==> src/rtl/ddr_burst_arbiter_pkg.sv <==
// Shared types and constants for the DDR burst arbiter: FSM states,
// source indices for the four burst channels and default bus widths.
package ddr_arb_pkg;

    typedef enum logic [1:0] {
        IDLE  = 2'd0,
        GRANT = 2'd1,
        WAIT  = 2'd2,
        DONE  = 2'd3
    } arb_state_t;

    localparam int SRC_P0_WR = 0;
    localparam int SRC_P0_RD = 1;
    localparam int SRC_P1_WR = 2;
    localparam int SRC_P1_RD = 3;

    localparam int DEF_AW = 25;
    localparam int DEF_DW = 32;
    localparam int DEF_LW = 10;

    // Source index to one-hot grant vector.
    function automatic logic [3:0] src_onehot(input logic [1:0] idx);
        return 4'b0001 << idx;
    endfunction

endpackage

==> src/rtl/ddr_burst_arbiter_if.sv <==
// Burst port between the arbiter and ddr_ctrl. The arbiter drives the
// request side (master); ddr_ctrl answers with the data/finish strobes.
interface ddr_burst_arbiter_if
    import ddr_arb_pkg::*;
#(
    parameter int AW = DEF_AW,
    parameter int DW = DEF_DW,
    parameter int LW = DEF_LW
);
    logic          wr_burst_req;
    logic [AW-1:0] wr_burst_addr;
    logic [LW-1:0] wr_burst_len;
    logic [DW-1:0] wr_burst_data;
    logic          wr_burst_data_req;
    logic          wr_burst_finish;

    logic          rd_burst_req;
    logic [AW-1:0] rd_burst_addr;
    logic [LW-1:0] rd_burst_len;
    logic [DW-1:0] rd_burst_data;
    logic          rd_burst_data_valid;
    logic          rd_burst_finish;

    modport master (
        output wr_burst_req, wr_burst_addr, wr_burst_len, wr_burst_data,
        input  wr_burst_data_req, wr_burst_finish,
        output rd_burst_req, rd_burst_addr, rd_burst_len,
        input  rd_burst_data, rd_burst_data_valid, rd_burst_finish
    );

    modport slave (
        input  wr_burst_req, wr_burst_addr, wr_burst_len, wr_burst_data,
        output wr_burst_data_req, wr_burst_finish,
        input  rd_burst_req, rd_burst_addr, rd_burst_len,
        output rd_burst_data, rd_burst_data_valid, rd_burst_finish
    );

endinterface

==> src/rtl/ddr_burst_arbiter_rr_pick.sv <==
// Combinational 4-way round-robin picker: the first requesting index at
// or after ptr (wrapping) wins.
module ddr_arb_rr_pick (
    input  logic [3:0] req,
    input  logic [1:0] ptr,
    output logic       valid,
    output logic [1:0] idx
);

    logic [1:0] cand;

    // Scan from the farthest offset down so the nearest requester is the last write.
    always_comb begin
        valid = 1'b0;
        idx   = ptr;
        cand  = ptr;
        for (int i = 3; i >= 0; i--) begin
            cand = ptr + 2'(i);
            if (req[cand]) begin
                valid = 1'b1;
                idx   = cand;
            end
        end
    end

endmodule

==> src/rtl/ddr_burst_arbiter.sv <==
// Shares the single ddr_ctrl burst port between two clients, each with a
// write and a read channel. One burst is granted at a time by round-robin;
// address/length are latched at grant and strobes are routed only to the
// granted client while the burst is outstanding.
//
// state | meaning
// ------+------------------------------------------------------------
// IDLE  | no burst; pick a winner when init is done and any req is set
// GRANT | winner latched, timeout counter running, ddr req next cycle
// WAIT  | ddr req held; forward strobes; end on finish or timeout
// DONE  | one-cycle gap with req dropped and grant cleared
module ddr_burst_arbiter
    import ddr_arb_pkg::*;
#(
    parameter int AW      = DEF_AW,
    parameter int DW      = DEF_DW,
    parameter int LW      = DEF_LW,
    parameter int TIMEOUT = 4096
) (
    input  logic          phy_clk,
    input  logic          rst_n,
    input  logic          ddr_init_done,

    input  logic          p0_wr_req,
    input  logic [AW-1:0] p0_wr_addr,
    input  logic [LW-1:0] p0_wr_len,
    input  logic [DW-1:0] p0_wr_data,
    output logic          p0_wr_data_req,
    output logic          p0_wr_finish,
    input  logic          p0_rd_req,
    input  logic [AW-1:0] p0_rd_addr,
    input  logic [LW-1:0] p0_rd_len,
    output logic          p0_rd_data_valid,
    output logic          p0_rd_finish,

    input  logic          p1_wr_req,
    input  logic [AW-1:0] p1_wr_addr,
    input  logic [LW-1:0] p1_wr_len,
    input  logic [DW-1:0] p1_wr_data,
    output logic          p1_wr_data_req,
    output logic          p1_wr_finish,
    input  logic          p1_rd_req,
    input  logic [AW-1:0] p1_rd_addr,
    input  logic [LW-1:0] p1_rd_len,
    output logic          p1_rd_data_valid,
    output logic          p1_rd_finish,

    output logic [DW-1:0] rd_data_out,

    ddr_burst_arbiter_if.master ddr,

    output logic [3:0]    grant,
    output logic          arb_busy,
    output logic          arb_timeout
);

    localparam int CW = (TIMEOUT > 1) ? $clog2(TIMEOUT) : 1;

    arb_state_t    state;
    arb_state_t    state_nxt;
    logic [1:0]    ptr;
    logic [3:0]    grant_q;
    logic [CW-1:0] tmo_cnt;
    logic          timeout_q;
    logic [AW-1:0] wr_addr_q;
    logic [AW-1:0] rd_addr_q;
    logic [LW-1:0] wr_len_q;
    logic [LW-1:0] rd_len_q;

    logic [3:0]    req_vec;
    logic          pick_valid;
    logic [1:0]    pick_idx;
    logic          start_grant;
    logic          abort;
    logic          in_wait;
    logic          wr_gnt;
    logic          rd_gnt;
    logic          fin_match;
    logic          tmo_hit;

    assign req_vec = {p1_rd_req, p1_wr_req, p0_rd_req, p0_wr_req};

    ddr_arb_rr_pick u_pick (
        .req   (req_vec),
        .ptr   (ptr),
        .valid (pick_valid),
        .idx   (pick_idx)
    );

    assign in_wait   = (state == WAIT);
    assign wr_gnt    = grant_q[SRC_P0_WR] | grant_q[SRC_P1_WR];
    assign rd_gnt    = grant_q[SRC_P0_RD] | grant_q[SRC_P1_RD];
    assign fin_match = in_wait & ((wr_gnt & ddr.wr_burst_finish) |
                                  (rd_gnt & ddr.rd_burst_finish));
    assign tmo_hit   = in_wait & (tmo_cnt == CW'(TIMEOUT - 1));

    // State register.
    always_ff @(posedge phy_clk) begin
        if (!rst_n) begin
            state <= IDLE;
        end else begin
            state <= state_nxt;
        end
    end

    // Next-state decode; a real finish wins over a coincident timeout.
    always_comb begin
        state_nxt   = state;
        start_grant = 1'b0;
        abort       = 1'b0;
        case (state)
            IDLE: begin
                if (ddr_init_done && pick_valid) begin
                    state_nxt   = GRANT;
                    start_grant = 1'b1;
                end
            end
            GRANT: state_nxt = WAIT;
            WAIT: begin
                if (fin_match) begin
                    state_nxt = DONE;
                end else if (tmo_hit) begin
                    state_nxt = DONE;
                    abort     = 1'b1;
                end
            end
            DONE:    state_nxt = IDLE;
            default: state_nxt = IDLE;
        endcase
    end

    // Grant, pointer, latched burst parameters and timeout counter.
    always_ff @(posedge phy_clk) begin
        if (!rst_n) begin
            grant_q   <= '0;
            ptr       <= '0;
            tmo_cnt   <= '0;
            timeout_q <= 1'b0;
            wr_addr_q <= '0;
            rd_addr_q <= '0;
            wr_len_q  <= '0;
            rd_len_q  <= '0;
        end else begin
            timeout_q <= abort;
            if (start_grant) begin
                grant_q <= src_onehot(pick_idx);
                ptr     <= pick_idx + 2'd1;
                tmo_cnt <= '0;
                if (!pick_idx[0]) begin
                    wr_addr_q <= pick_idx[1] ? p1_wr_addr : p0_wr_addr;
                    wr_len_q  <= pick_idx[1] ? p1_wr_len  : p0_wr_len;
                end else begin
                    rd_addr_q <= pick_idx[1] ? p1_rd_addr : p0_rd_addr;
                    rd_len_q  <= pick_idx[1] ? p1_rd_len  : p0_rd_len;
                end
            end
            if ((state == GRANT || state == WAIT) && (tmo_cnt != '1)) begin
                tmo_cnt <= tmo_cnt + CW'(1);
            end
            if (in_wait && state_nxt == DONE) begin
                grant_q <= '0;
            end
        end
    end

    // Outputs toward ddr_ctrl and status.
    always_comb begin
        ddr.wr_burst_req  = in_wait & wr_gnt;
        ddr.rd_burst_req  = in_wait & rd_gnt;
        ddr.wr_burst_addr = wr_addr_q;
        ddr.wr_burst_len  = wr_len_q;
        ddr.rd_burst_addr = rd_addr_q;
        ddr.rd_burst_len  = rd_len_q;
        ddr.wr_burst_data = '0;
        if (grant_q[SRC_P0_WR]) begin
            ddr.wr_burst_data = p0_wr_data;
        end else if (grant_q[SRC_P1_WR]) begin
            ddr.wr_burst_data = p1_wr_data;
        end
        grant       = grant_q;
        arb_busy    = (state == GRANT) || (state == WAIT);
        arb_timeout = timeout_q;
        rd_data_out = ddr.rd_burst_data;
    end

    // Client strobes: only the granted source, only while the burst is outstanding.
    always_comb begin
        p0_wr_data_req   = in_wait & grant_q[SRC_P0_WR] & ddr.wr_burst_data_req;
        p0_wr_finish     = in_wait & grant_q[SRC_P0_WR] & ddr.wr_burst_finish;
        p1_wr_data_req   = in_wait & grant_q[SRC_P1_WR] & ddr.wr_burst_data_req;
        p1_wr_finish     = in_wait & grant_q[SRC_P1_WR] & ddr.wr_burst_finish;
        p0_rd_data_valid = in_wait & grant_q[SRC_P0_RD] & ddr.rd_burst_data_valid;
        p0_rd_finish     = in_wait & grant_q[SRC_P0_RD] & ddr.rd_burst_finish;
        p1_rd_data_valid = in_wait & grant_q[SRC_P1_RD] & ddr.rd_burst_data_valid;
        p1_rd_finish     = in_wait & grant_q[SRC_P1_RD] & ddr.rd_burst_finish;
    end

endmodule
==> src/flat_wrapper.sv <==
// flat-port wrapper written by rule: the top's interface ports become plain ports
module ddr_burst_arbiter_flat import ddr_arb_pkg::*;
#(
    parameter int AW      = DEF_AW,
    parameter int DW      = DEF_DW,
    parameter int LW      = DEF_LW,
    parameter int TIMEOUT = 4096
)
  (phy_clk, rst_n, ddr_init_done, p0_wr_req, p0_wr_addr, p0_wr_len, p0_wr_data, p0_wr_data_req, p0_wr_finish, p0_rd_req, p0_rd_addr, p0_rd_len, p0_rd_data_valid, p0_rd_finish, p1_wr_req, p1_wr_addr, p1_wr_len, p1_wr_data, p1_wr_data_req, p1_wr_finish, p1_rd_req, p1_rd_addr, p1_rd_len, p1_rd_data_valid, p1_rd_finish, rd_data_out, grant, arb_busy, arb_timeout, ddr_wr_burst_req, ddr_wr_burst_addr, ddr_wr_burst_len, ddr_wr_burst_data, ddr_wr_burst_data_req, ddr_wr_burst_finish, ddr_rd_burst_req, ddr_rd_burst_addr, ddr_rd_burst_len, ddr_rd_burst_data, ddr_rd_burst_data_valid, ddr_rd_burst_finish);
  ddr_burst_arbiter_if #(.AW(AW), .DW(DW), .LW(LW)) ddr_i ();
  input  logic phy_clk;
  input  logic rst_n;
  input  logic ddr_init_done;
  input  logic p0_wr_req;
  input  logic [AW-1:0] p0_wr_addr;
  input  logic [LW-1:0] p0_wr_len;
  input  logic [DW-1:0] p0_wr_data;
  output logic p0_wr_data_req;
  output logic p0_wr_finish;
  input  logic p0_rd_req;
  input  logic [AW-1:0] p0_rd_addr;
  input  logic [LW-1:0] p0_rd_len;
  output logic p0_rd_data_valid;
  output logic p0_rd_finish;
  input  logic p1_wr_req;
  input  logic [AW-1:0] p1_wr_addr;
  input  logic [LW-1:0] p1_wr_len;
  input  logic [DW-1:0] p1_wr_data;
  output logic p1_wr_data_req;
  output logic p1_wr_finish;
  input  logic p1_rd_req;
  input  logic [AW-1:0] p1_rd_addr;
  input  logic [LW-1:0] p1_rd_len;
  output logic p1_rd_data_valid;
  output logic p1_rd_finish;
  output logic [DW-1:0] rd_data_out;
  output logic [3:0] grant;
  output logic arb_busy;
  output logic arb_timeout;
  output wire logic [$bits(ddr_i.wr_burst_req)-1:0] ddr_wr_burst_req;
  output wire logic [$bits(ddr_i.wr_burst_addr)-1:0] ddr_wr_burst_addr;
  output wire logic [$bits(ddr_i.wr_burst_len)-1:0] ddr_wr_burst_len;
  output wire logic [$bits(ddr_i.wr_burst_data)-1:0] ddr_wr_burst_data;
  input wire logic [$bits(ddr_i.wr_burst_data_req)-1:0] ddr_wr_burst_data_req;
  input wire logic [$bits(ddr_i.wr_burst_finish)-1:0] ddr_wr_burst_finish;
  output wire logic [$bits(ddr_i.rd_burst_req)-1:0] ddr_rd_burst_req;
  output wire logic [$bits(ddr_i.rd_burst_addr)-1:0] ddr_rd_burst_addr;
  output wire logic [$bits(ddr_i.rd_burst_len)-1:0] ddr_rd_burst_len;
  input wire logic [$bits(ddr_i.rd_burst_data)-1:0] ddr_rd_burst_data;
  input wire logic [$bits(ddr_i.rd_burst_data_valid)-1:0] ddr_rd_burst_data_valid;
  input wire logic [$bits(ddr_i.rd_burst_finish)-1:0] ddr_rd_burst_finish;
  assign ddr_wr_burst_req = ddr_i.wr_burst_req;
  assign ddr_wr_burst_addr = ddr_i.wr_burst_addr;
  assign ddr_wr_burst_len = ddr_i.wr_burst_len;
  assign ddr_wr_burst_data = ddr_i.wr_burst_data;
  assign ddr_i.wr_burst_data_req = ddr_wr_burst_data_req;
  assign ddr_i.wr_burst_finish = ddr_wr_burst_finish;
  assign ddr_rd_burst_req = ddr_i.rd_burst_req;
  assign ddr_rd_burst_addr = ddr_i.rd_burst_addr;
  assign ddr_rd_burst_len = ddr_i.rd_burst_len;
  assign ddr_i.rd_burst_data = ddr_rd_burst_data;
  assign ddr_i.rd_burst_data_valid = ddr_rd_burst_data_valid;
  assign ddr_i.rd_burst_finish = ddr_rd_burst_finish;
  ddr_burst_arbiter #(.AW(AW), .DW(DW), .LW(LW), .TIMEOUT(TIMEOUT)) u_core (.phy_clk(phy_clk), .rst_n(rst_n), .ddr_init_done(ddr_init_done), .p0_wr_req(p0_wr_req), .p0_wr_addr(p0_wr_addr), .p0_wr_len(p0_wr_len), .p0_wr_data(p0_wr_data), .p0_wr_data_req(p0_wr_data_req), .p0_wr_finish(p0_wr_finish), .p0_rd_req(p0_rd_req), .p0_rd_addr(p0_rd_addr), .p0_rd_len(p0_rd_len), .p0_rd_data_valid(p0_rd_data_valid), .p0_rd_finish(p0_rd_finish), .p1_wr_req(p1_wr_req), .p1_wr_addr(p1_wr_addr), .p1_wr_len(p1_wr_len), .p1_wr_data(p1_wr_data), .p1_wr_data_req(p1_wr_data_req), .p1_wr_finish(p1_wr_finish), .p1_rd_req(p1_rd_req), .p1_rd_addr(p1_rd_addr), .p1_rd_len(p1_rd_len), .p1_rd_data_valid(p1_rd_data_valid), .p1_rd_finish(p1_rd_finish), .rd_data_out(rd_data_out), .ddr(ddr_i), .grant(grant), .arb_busy(arb_busy), .arb_timeout(arb_timeout));
endmodule
==> config.mk <==
export PLATFORM = sky130hd
export DESIGN_NAME = ddr_burst_arbiter_flat
export DESIGN_NICKNAME = d
export VERILOG_FILES = /design/src/rtl/ddr_burst_arbiter_pkg.sv /design/src/rtl/ddr_burst_arbiter_if.sv /design/src/rtl/ddr_burst_arbiter_rr_pick.sv /design/src/rtl/ddr_burst_arbiter.sv /design/src/flat_wrapper.sv
export SDC_FILE = /design/constraint.sdc
export NUM_CORES = 1
export LEC_CHECK = 0
export BUFFER_PORTS_ARGS = -buffer_cell sky130_fd_sc_hd__buf_2
export CAP_MARGIN = 20
export CORE_AREA = 3 3 152 154
export CTS_CLUSTER_DIAMETER = 100
export CTS_CLUSTER_SIZE = 40
export DETAILED_ROUTE_END_ITERATION = 12
export DIE_AREA = 0 0 155 157
export SETUP_SLACK_MARGIN = 0.02
export SKIP_LAST_GASP = 1
export SYNTH_ARGS = -nofsm -noshare
export SYNTH_HDL_FRONTEND = slang
export SYNTH_SLANG_ARGS = --single-unit
==> constraint.sdc <==
create_clock -name phy_clk -period 2.4 [get_ports phy_clk]
set_input_delay 0.48 -clock phy_clk [delete_from_list [all_inputs] [get_ports phy_clk]]
set_output_delay 0.48 -clock phy_clk [all_outputs]
set_load 0.05 [all_outputs]
## Yosys cells after proc, flatten, opt, wreduce, memory -nomap -nowiden

Cells that the tools add are included.

| storage, ports and cells | value |
|---|---|
| register bits after elaboration | 91 |
| bits of input ports | 247 |

| cells by class | value |
|---|---|
| add/sub/neg operators | 5 |
| equality and inequality tests | 6 |
| magnitude comparators | 4 |
| reductions and logical operators | 10 |
| shift-type cells | 1 |
| mux-type cells | 31 |
| bitwise logic cells | 24 |

Operators by type and width:

| operator | number |
|---|---|
| 2-to-1 mux 32 bit | 2 |
| 2-to-1 mux 25 bit | 2 |
| 2-to-1 mux 12 bit | 2 |
| 2-to-1 mux 10 bit | 2 |
| bitwise AND 1 bit | 18 |
| 2-to-1 mux 2 bit | 7 |
| adder 12 x 1 -> 12 bit, second input constant | 1 |
| equality test 12 bit, second input constant | 1 |
| less-than comparator 2 x 3 -> 1 bit, second input constant | 4 |
| inequality test 12 bit, second input constant | 1 |
| 2-to-1 mux 1 bit | 11 |
| binary-select mux 1 bit (select 2 bit) | 4 |
| one-hot mux 2 bit (4 select lines) | 1 |
| equality test 2 bit, second input constant | 3 |
| adder 2 x 1 -> 2 bit, second input constant | 2 |
| adder 2 bit, second input constant | 2 |
| AND reduction 2 bit | 2 |
| << shifter 1 x 2 -> 4 bit, first input constant | 1 |
| logical AND 1 bit | 3 |
| NOT 1 bit | 3 |
| OR 1 bit | 3 |
| OR reduction 3 bit | 1 |
| equality test 2 x 1 -> 1 bit, second input constant | 1 |
| logical NOT 2 bit | 1 |
| 3 further kinds | 3 |

## Logic depth before layout (Yosys ltp)

| logic depth | value |
|---|---|
| depth in word-level cells | 13 |
| mapped depth | 9 |
| gate-level depth less buffers | 7 |

## Modules after synthesis

A second synthesis with hierarchy kept.

| unflattened totals | value |
|---|---|
| cell total of the unflattened synthesis | 550 |
| area total of the unflattened synthesis | 4978.5 µm² |

By module, submodules not included:

| module | cells each | times used | area each (µm²) |
|---|---|---|---|
| ddr_burst_arbiter | 534 | 1 | 4878.4 |
| ddr_arb_rr_pick | 16 | 1 | 100.1 |

## Worst setup path after synthesis

OpenSTA, ideal clock, no wires.

| path | value |
|---|---|
| path type | register to output |
| from | register u_core.grant_q[2] (netlist: u_core.grant[2]) |
| to | output ddr_wr_burst_data[10] |
| path buffers | 2 |
| required time | 1920 ps |
| path slack | 133 ps |
| arrival time | 1787 ps |
| cell stages (with the launch flop) | 5 |
| path through | dfxtp_1 > nor2b_1 > clkbuf_1 > clkbuf_1 > a22o_1 |

| between the ends | value |
|---|---|
| longest elaborated chain between the ends | 2 |

Ends and longest elaborated chain:

| item | RTL line | source |
|---|---|---|
| from (decl) | ddr_burst_arbiter.sv:62 | `logic [3:0] grant_q;` |
| from (signal assigned) | ddr_burst_arbiter.sv:146 | `grant_q <= src_onehot(pick_idx);` |
| 2-to-1 mux 32 bit | ddr_burst_arbiter.sv:177 | `end else if (grant_q[SRC_P1_WR]) begin` |
| 2-to-1 mux 32 bit | ddr_burst_arbiter.sv:175 | `if (grant_q[SRC_P0_WR]) begin` |
| to (decl) | flat_wrapper.sv:43 | `output wire logic [$bits(ddr_i.wr_burst_data)-1:0] ddr_wr_burst_data;` |

Every way passes these cells.

## Worst setup path in the final report

| path | value |
|---|---|
| from | register u_core.grant_q[0] (netlist: u_core.grant[0]) |
| to | output ddr_wr_burst_data[0] |

| between the ends | value |
|---|---|
| longest elaborated chain between the ends | 1 |

Ends and longest elaborated chain:

| item | RTL line |
|---|---|
| 2-to-1 mux 32 bit | ddr_burst_arbiter.sv:175 |

Every way passes these cells.

==> reports/summary.json <==
{
  "run_status": {
    "status": "finished clean"
  },
  "clock_tree": {
    "clock_tree.root_cell": "clkbuf_16",
    "clk_pin_slew_ns": 0.08,
    "cts-htree-levels": 3,
    "cts_tree": "done",
    "clk_path_buf_depth": 2,
    "worst_skew_pair.late_latency_ns": 0.35,
    "cts_resized": 0,
    "post-cts-setup-buffer-count": 0,
    "cts.sink_count": 91,
    "tritoncts.num_buffers": 9,
    "cts_hold_repair.buffers": 0
  },
  "route": {
    "drt-total-wl_um": 18200,
    "wl_per_cell_um": 15.5,
    "antenna_left": 0,
    "vias_per_cell": 4.57,
    "drt_pass1_iterations": 4,
    "drc": 0,
    "route.vias.total": 5370,
    "drt_iter0_drc": 367
  },
  "cells_and_area": {
    "final.fill_count": 2382,
    "utilization_pct": 31.0,
    "post_route_cells_drive_above_1_share_pct": 41.8,
    "synth_to_final_area_change_pct": 44.0,
    "multi_input_comb_area_mm2": 0.00241,
    "final_nets": 1143,
    "final-seq-area_mm2": 0.00182,
    "layout.cell_area.non_filler_mm2": 0.00676
  },
  "yosys": {
    "avgSynthCellArea_um2": 7.69,
    "synth_flop_cell": "dfxtp_1",
    "syn-num-nets": 865,
    "synth-edff-count": 0,
    "synthSimpleGateAreaFrac_pct": 17.9,
    "post_synth_num_cell_types": 43,
    "postSynth.asyncResetShare_pct": 0,
    "syn_area_mm2": 0.00469,
    "seq_area_frac_synth_pct": 38.8,
    "synth_top_family_by_area": "compound AO/OA/AOI/OAI gates",
    "xor_and_xnor_fraction_of_the_mapped_netlist_area_pct": 0.560,
    "post_synth_inst_count": 610,
    "synth_compound_area_share_pct": 29.1,
    "yosys.area_share.adder_pct": 2.13,
    "yosysWarnings": 0,
    "ys_ff_latch": 91,
    "synth.area.mux_share_pct": 1.31
  },
  "worst_setup_path": {
    "critical_path.startpoint_type": "register",
    "timing.setup.critical_path_class": "register to output pin",
    "end_kind": "output pin",
    "crit_path_max_fanout": 33,
    "arrival_ns": 1.71,
    "rrSetupSlack_ns": 0.30,
    "worstPathRequired_ns": 1.92
  },
  "timing": {
    "timing.final.hold_violations": 0,
    "slew_violations": 0,
    "grt_setup_unrepaired": "no",
    "setup_total_negative_slack_ns": 0,
    "clock_skew_ns": 0.0194,
    "maxClockFrequency_mhz": 456,
    "fin_crit_ns": 2.19,
    "setup_slack_ns": 0.209,
    "post-route-period-util_pct": 91.3,
    "timing_worst_slew_pin_value_ns": 0.496,
    "max-slew-margin-rel_pct": 66.8,
    "timing.final.setup_violations": 0
  },
  "run": {
    "drv_cap": 0
  },
  "grt": {
    "grt_start_max_net_pins": 72,
    "grt_overflow": 0,
    "grt_usage_pct": 14.1,
    "grt_pass1_wl_um": 27000,
    "grt_pass1_vias": 4950,
    "grt_antenna_before_repair": 6
  },
  "pwr": {
    "p_sw_share_pct": 44.1,
    "power_per_cell_area_mw_per_mm2": 822,
    "total_switching_power_mw": 2.45,
    "power.leakage_nw": 3.42,
    "irDropWorstVdd_uv": 337,
    "power.share.clock_pct": 24.8,
    "power.combinational.fraction_pct": 42.6,
    "seq_power_share_pct": 32.6,
    "cell_internal_power_mw": 3.10
  },
  "placed_design": {
    "pre_cts_ws_ns": 0.282,
    "dpl-instance-area_mm2": 0.00647,
    "place.gp.congestion": 0.787,
    "placement.io_buffers": 332,
    "dp.final_hpwl_um": 14000
  },
  "floorplan": {
    "die-width_um": 155,
    "fp.dieArea_mm2": 0.0243,
    "initial_core_utilization_pct": 21.5,
    "die_y_um": 157,
    "num_rows": 54,
    "ios": 397,
    "core_area_mm2": 0.0218
  },
  "worst_hold_path": {
    "hp-class": "primary input to register"
  }
}
logic make-up after synthesis:
logic type	after synthesis
AOI/OAI and AO/OA	213
and+or+nand+nor	196
buffers and inverters	93
DFF	91
adders and majority gates	8
muxes	6
xor gates and xnor gates	3
registers in the layout, indices dropped and copies added, names as in the netlist:
register / cells
u_core.ddr.wr_burst_addr: 25
u_core.arb_timeout: 1
u_core.ddr.wr_burst_len: 10
u_core.ptr: 2
u_core.ddr.rd_burst_addr: 25
u_core.state: 2
u_core.grant: 4
u_core.tmo_cnt: 12
u_core.ddr.rd_burst_len: 10
metrics by stage:
step,power [mW],std cells,hold WS (ns)
2_1_floorplan,3.66,610,0.449
3_3_place_gp,4.22,1157,0.468
3_5_place_dp,4.23,1157,0.479
4_1_cts,5.64,1173,0.367
5_1_grt,5.87,1175,0.377
6_report,5.55,1175,0.381
power by group through the flow:
stage	combinational [mW]	sequential, mW	clock, mW
floorplan	1.23	2.42	0
detailed placement	2.39	1.84	0
finish	2.37	1.81	1.38
CTS	2.39	1.81	1.43
global placement	2.38	1.84	0
global route	2.55	1.84	1.48
cells in the final DEF (no fill, tap or decap), drive strengths merged, types with 2 or more instances in the layout:
| cell type | synthesis | final |
|---|---|---|
| xnor2 | 2 | 2 |
| ha | 8 | 8 |
| nor3 | 3 | 3 |
| a31oi | 73 | 73 |
| o311ai | 2 | 2 |
| and3 | 13 | 13 |
| nor2b | 4 | 4 |
| diode | 0 | 2 |
| mux2i | 5 | 5 |
| nand4 | 4 | 4 |
| a32oi | 2 | 2 |
| clkbuf | 43 | 12 |
| inv | 13 | 14 |
| o21ai | 86 | 86 |
| buf | 37 | 347 |
| o21a | 2 | 2 |
| a22o | 34 | 34 |
| nand2 | 148 | 148 |
| clkinv | 0 | 2 |
| nand3 | 5 | 5 |
| dfxtp | 91 | 91 |
| nor2 | 11 | 11 |
| or3 | 3 | 3 |
| and2 | 2 | 2 |
| a21oi | 6 | 6 |
layout make-up:
type / instances / share of cell area (%)
Clock inverter: 4 / 0.500
Clock buffer: 12 / 3.65
Sequential cell: 91 / 27.0
Tap cell: 280 / 5.19
Timing Repair Buffer: 347 / 27.2
Inverter: 13 / 0.722
Antenna cell: 2 / 0.0741
Multi-Input combinational cell: 426 / 35.7
metal layers:
metal  GRT usage (%)  part of all wire [%]  vias to the layer above
met5               0                     0                        -
met4            6.18                   1.8                        0
met3            4.01                   8.9                       25
met2            25.1                    50                      273
met1            15.6                    39                     2374
li1                -                     -                     2698
path summary, 6_finish.rpt:
check / endpoint / startpoint / cells past startpoint
max: ddr_wr_burst_data[0] / u_core.grant[0] / 3
min: u_core.ddr.rd_burst_addr[17] / p0_rd_addr[17] / 3
max reg2reg: u_core.tmo_cnt[6] / u_core.tmo_cnt[1] / 6
min reg2reg: u_core.tmo_cnt[7] / u_core.tmo_cnt[7] / 2
worst max-delay path: stages, from the launching register on:
cell	delay (ns)
dfxtp_1	0.48
buf_4	0.37
a22o_1	0.24
buf_2	0.27
synthesized netlist by cell type, types with 5 or more instances:
cell type	count	share of area, %
a21oi_1	6	0.64
a22o_1	34	6.3
a31oi_1	73	9.7
and3_1	13	1.7
buf_2	5	0.53
buf_4	32	5.1
clkbuf_1	42	3.4
dfxtp_1	91	39
ha_1	8	2.1
inv_1	12	0.96
mux2i_1	5	1.1
nand2_1	147	12
nand3_1	5	0.53
nor2_1	11	0.88
o21ai_0	76	8.1
o21ai_1	10	1.1
Power figures use the tool's default switching activity.
